--- config.mk ---
export PLATFORM = sky130hd
export DESIGN_NAME = song_recorder
export DESIGN_NICKNAME = d
export VERILOG_FILES = /design/src/rtl/song_recorder.sv
export SDC_FILE = /design/constraint.sdc
export NUM_CORES = 1
export LEC_CHECK = 0
export ABC_CLOCK_PERIOD_IN_PS = 2900
export CORE_UTILIZATION = 55
export CTS_BUF_LIST = sky130_fd_sc_hd__clkbuf_8
export DETAILED_ROUTE_END_ITERATION = 10
export MAX_ROUTING_LAYER = met4
export PLACE_DENSITY_LB_ADDON = 0.3
export SYNTH_ARGS = -nofsm -noshare
export SYNTH_HDL_FRONTEND = slang
export SYNTH_SLANG_ARGS = --single-unit
--- constraint.sdc ---
create_clock -name clk -period 2.9 [get_ports clk]
set_clock_uncertainty 0.1 [all_clocks]
set_input_delay 0.435 -clock clk [delete_from_list [all_inputs] [get_ports clk]]
set_output_delay 0.435 -clock clk [all_outputs]
set_load 0.02 [all_outputs]
--- src/rtl/song_recorder.sv ---
// Write side of the song RAM: while the master FSM is in COMPOSER it measures each
// held note or rest in beats and streams one 16-bit entry per segment into RAM.
module song_recorder #(
  parameter int ADDR_WIDTH  = 7,
  parameter int MAX_ENTRIES = 128,
  parameter int MAX_DUR     = 63
) (
  input  logic                  clk,
  input  logic                  reset,
  input  logic                  beat,
  input  logic [1:0]            master_state,
  input  logic                  record_button,
  input  logic [5:0]            key_note,
  output logic                  write_enable,
  output logic [ADDR_WIDTH-1:0] write_address,
  output logic [15:0]           write_payload,
  output logic                  done_recording,
  output logic                  recording
);

  localparam int CW = ADDR_WIDTH + 1;
  localparam logic [1:0]    COMPOSER   = 2'b01;
  localparam logic [5:0]    DUR_MAX    = 6'(MAX_DUR);
  localparam logic [CW-1:0] LAST_ENTRY = CW'(MAX_ENTRIES - 1);

  typedef enum logic [1:0] {
    IDLE  = 2'd0,
    REC   = 2'd1,
    FLUSH = 2'd2,
    DONE  = 2'd3
  } state_t;

  state_t state, next_state;

  logic [5:0]            cur_note, cur_note_n;
  logic [5:0]            dur, dur_n, dur_inc;
  logic [CW-1:0]         count, count_n, count_m1;
  logic                  write_enable_n, done_recording_n, recording_n;
  logic [ADDR_WIDTH-1:0] write_address_n;
  logic [15:0]           write_payload_n;
  logic                  start, stop, key_change, rec_write;

  // A rest is flagged in bit 15 and carries a zero note field.
  function automatic logic [15:0] make_entry(input logic [5:0] note, input logic [5:0] d);
    return {(note == 6'd0), note, d, 3'b000};
  endfunction

  assign start      = record_button && (master_state == COMPOSER);
  assign stop       = record_button || (master_state != COMPOSER);
  assign key_change = (key_note != cur_note);
  assign dur_inc    = beat ? ((dur == DUR_MAX) ? DUR_MAX : dur + 6'd1) : dur;
  assign count_m1   = count - CW'(1);
  // Zero-length segments on a key change are glitches and never reach RAM.
  assign rec_write  = (state == REC) && !stop &&
                      ((key_change && (dur_inc != 6'd0)) || (!key_change && (dur_inc == DUR_MAX)));

  // State register
  always_ff @(posedge clk or posedge reset) begin
    if (reset) begin
      state <= IDLE;
    end else begin
      state <= next_state;
    end
  end

  // Next-state logic
  always_comb begin
    next_state = state;
    case (state)
      IDLE:    next_state = start ? REC : IDLE;
      REC: begin
        if (stop) begin
          next_state = FLUSH;
        end else if (rec_write && (count == LAST_ENTRY)) begin
          next_state = DONE;
        end else begin
          next_state = REC;
        end
      end
      FLUSH:   next_state = DONE;
      DONE:    next_state = IDLE;
      default: next_state = IDLE;
    endcase
  end

  // Datapath and output next values
  always_comb begin
    cur_note_n       = cur_note;
    dur_n            = dur;
    count_n          = count;
    write_enable_n   = 1'b0;
    write_address_n  = write_address;
    write_payload_n  = write_payload;
    done_recording_n = 1'b0;
    recording_n      = (next_state == REC) || (next_state == FLUSH);
    case (state)
      IDLE: begin
        if (start) begin
          cur_note_n = key_note;
          dur_n      = 6'd0;
          count_n    = '0;
        end else begin
          count_n = count;
        end
      end
      REC: begin
        if (rec_write) begin
          write_enable_n  = 1'b1;
          write_address_n = count[ADDR_WIDTH-1:0];
          write_payload_n = make_entry(cur_note, dur_inc);
          count_n         = count + CW'(1);
        end else begin
          count_n = count;
        end
        if (stop) begin
          dur_n = dur;
        end else if (key_change) begin
          cur_note_n = key_note;
          dur_n      = 6'd0;
        end else if (dur_inc == DUR_MAX) begin
          dur_n = 6'd0;
        end else begin
          dur_n = dur_inc;
        end
      end
      FLUSH: begin
        if (dur != 6'd0) begin
          write_enable_n  = 1'b1;
          write_address_n = count[ADDR_WIDTH-1:0];
          write_payload_n = make_entry(cur_note, dur);
          count_n         = count + CW'(1);
        end else begin
          count_n = count;
        end
        dur_n = 6'd0;
      end
      DONE: begin
        if (count != '0) begin
          done_recording_n = 1'b1;
          write_address_n  = count_m1[ADDR_WIDTH-1:0];
        end else begin
          done_recording_n = 1'b0;
        end
      end
      default: begin
        dur_n = 6'd0;
      end
    endcase
  end

  // Datapath and registered outputs
  always_ff @(posedge clk or posedge reset) begin
    if (reset) begin
      cur_note       <= 6'd0;
      dur            <= 6'd0;
      count          <= '0;
      write_enable   <= 1'b0;
      write_address  <= '0;
      write_payload  <= 16'h0000;
      done_recording <= 1'b0;
      recording      <= 1'b0;
    end else begin
      cur_note       <= cur_note_n;
      dur            <= dur_n;
      count          <= count_n;
      write_enable   <= write_enable_n;
      write_address  <= write_address_n;
      write_payload  <= write_payload_n;
      done_recording <= done_recording_n;
      recording      <= recording_n;
    end
  end

endmodule

==> metrics.cfg <==
[run_status]
status = completed

[grt]
grt_pass1_wl_um = 9950
grt_pass1_vias = 2153
antenna_found_initial = 0
grt_max_degree = 25
grt_usage_pct = 25.5
grt_overflow = 0

[sta]
tightestPinTransition_ns = 0.795
relSlewSlack_pct = 46.6
final.setup.tns_ns = 0
period_needed_ns = 2.73
final_max_slew_viol_count = 0
worst_slack_ns = 0.166
setup_violations = 0
rsz0062_at_grt = false
fmax_mhz = 366
finalCritPeriodShare_pct = 94.3
holdWs_ns = 0.379
hold_viol = 0

[power]
switchingPower_mw = 1.19
p_sw_share_pct = 39.8
power_density_mw_per_mm2 = 905
finalPower_mw = 2.99
power.internal_mw = 1.80
power_frac_clock_pct = 15.3
p_seq_share_pct = 33.0
p_leak_nw = 1.44
irDropWorstVdd_mv = 0.534
comb_power_share_pct = 51.6

[final_layout]
antenna_cells = 0
layout.nets = 354
mostFrequentLayoutCells = 45 x dfrtp_1, 33 x clkdlybuf4s50_1, 31 x nand2_1
drive_gt1_share_pct = 17.4
final_common_cell = dfrtp_1
area_delta_synth_final_pct = 23.4

[detailed_routing]
first_pass_iters = 4
routed_wirelength_um = 5930
drc_errors = 0
vias = 2271
ant_nets = 0
post_drt_wl_per_cell_um = 15.3
drt-initial-drc-count = 102
viasPerCell = 5.87

[logic_synthesis]
synth.cell_area_sq_mm = 0.00268
synth_cell_types = 55
synth-async-reset-ratio_pct = 100
yosys_warnings = 0
syn_area_per_cell_sq_um = 9.40
synthFlopType = dfrtp_1
ys_seq_area_share_pct = 42.0
synthCells = 285
synth_edf_count = 0
ys_seq_elements = 45

[floorplan]
ios = 38
chipWidth_um = 71.8
start_util_pct = 57.1
fp.coreArea_sq_mm = 0.00469
die-area_sq_mm = 0.00515
placementRows = 25
die_y_um = 71.8

[clock_network]
cts_tree = done
cts_sinks = 45
clk_pin_slew_worst_paths_ns = 0.08
cts_buffers = 5
cts.path.max_buffers = 2
clk_latency_ns = 0.30
cts-root-buf = clkbuf_8
htreeDepth = 2

[placed_design]
post-place-ws_ns = -0.189
dp.final_hpwl_um = 4400
portBuffers = 34
place_congestion = 0.954

[setup_path]
end_kind = flop
critPathKind = primary input to flop
cp-start-kind = primary input
crit_fanout = 9
critPathArrivalTime_ns = 2.82
required_ns = 2.99

[worst_hold_path]
hp-class = flop to flop

[job]
cap_violations = 0

final timing paths:
path | startpoint | endpoint | slack, ns | depth (start not counted)
min in group asynchronous | reset | dur[1]$_DFFE_PP0P_ | 0.39 | 2
worst max register to register | dur[1]$_DFFE_PP0P_ | count[5]$_DFFE_PP0P_ | 0.17 | 9
worst max-delay path | key_note[0] | count[7]$_DFFE_PP0P_ | 0.17 | 11
worst min register to register | write_address[2]$_DFFE_PP0P_ | write_address[2]$_DFFE_PP0P_ | 0.38 | 2
worst min-delay path | write_address[2]$_DFFE_PP0P_ | write_address[2]$_DFFE_PP0P_ | 0.38 | 2
max in group asynchronous | reset | cur_note[3]$_DFFE_PP0P_ | 1.58 | 3
stage by stage:
stage | area (sq um) | util [%] | cells
2_1_floorplan | 2690 | - | 287
3_3_place_gp | 3180 | 67.8 | 379
3_5_place_dp | 3180 | 67.8 | 379
4_1_cts | 3290 | 70.0 | 386
5_1_grt | 3310 | 70.5 | 387
6_report | 3310 | 70.5 | 387
synthesized netlist by cell type, types with 7 or more instances:
cell type,number,share of area (%)
nand2_1,31,4.3
dfrtp_1,45,42
xnor2_1,7,2.3
inv_1,12,1.7
o21ai_0,21,3.9
a21oi_1,8,1.5
clkbuf_1,9,1.3
mux2_2,15,6.3
nand3_1,10,1.9
nor2_1,24,3.4
ha_1,9,4.2
sequential cells by signal, summed over array words and instances (netlist names):
register and flops:
cur_note 6, write_enable 1, done_recording 1, recording 1
write_address 7, write_payload 13, state 2, count 8
dur 6
logic make-up (layout without fill, tap and decap cells):
kind of cell	Yosys count	in the layout	share of synthesized area, %
AOI/OAI and AO/OA	67	67	17.2
other	1	3	0.140
adders and majority gates	9	9	4.20
muxes	16	16	6.68
and+or+nand+nor	101	101	19.6
xor gates and xnor gates	13	13	4.25
DFF	45	45	42.0
buffers and inverters	33	79	5.89
critical path, stage by stage:
cell and delay, ns:
clkdlybuf4s50_1 0.43, xor2_1 0.16, nor4_2 0.28, nand3_1 0.24, buf_4 0.21, and3_4 0.19, o31ai_2 0.25, buf_4 0.19
buf_4 0.14, nor4_1 0.05, a211o_1 0.24
metal layers:
metal	wire length [um]	track usage, %
met5	0	-
met4	90	9.15
met3	288	4.78
met2	2910	41.3
met1	2640	32.0
power groups by stage:
| stage | Sequential (mW) | Clock (mW) | Combinational [mW] |
|---|---|---|---|
| finish | 0.989 | 0.459 | 1.55 |
| floorplan | 1.06 | 0 | 0.900 |
| CTS | 0.988 | 0.467 | 1.54 |
| global route | 1.02 | 0.487 | 1.69 |
| global placement | 0.985 | 0 | 1.48 |
| detailed placement | 1.00 | 0 | 1.53 |
cell type report:
type                    instances  area (sq um)
clock inverters                 2          35.0
flip-flops and latches         45          1130
clock buffers                   5          68.8
well taps                      54          67.6
repair buffers                 60           551
multi-input cells             209          1410
fillers                       363          1390
inverters                      12          45.0
repair_timing:
| item | in CTS | in global routing |
|---|---|---|
| setup endpoints to repair | 0 | 1 |
| hold buffers | 0 | 0 |
| endpoints found under the hold margin | 0 | 0 |
| gates resized for setup | 0 | 4 |
| buffers inserted | 0 | 1 |
No activity file was read; power rests on OpenSTA's default activity.
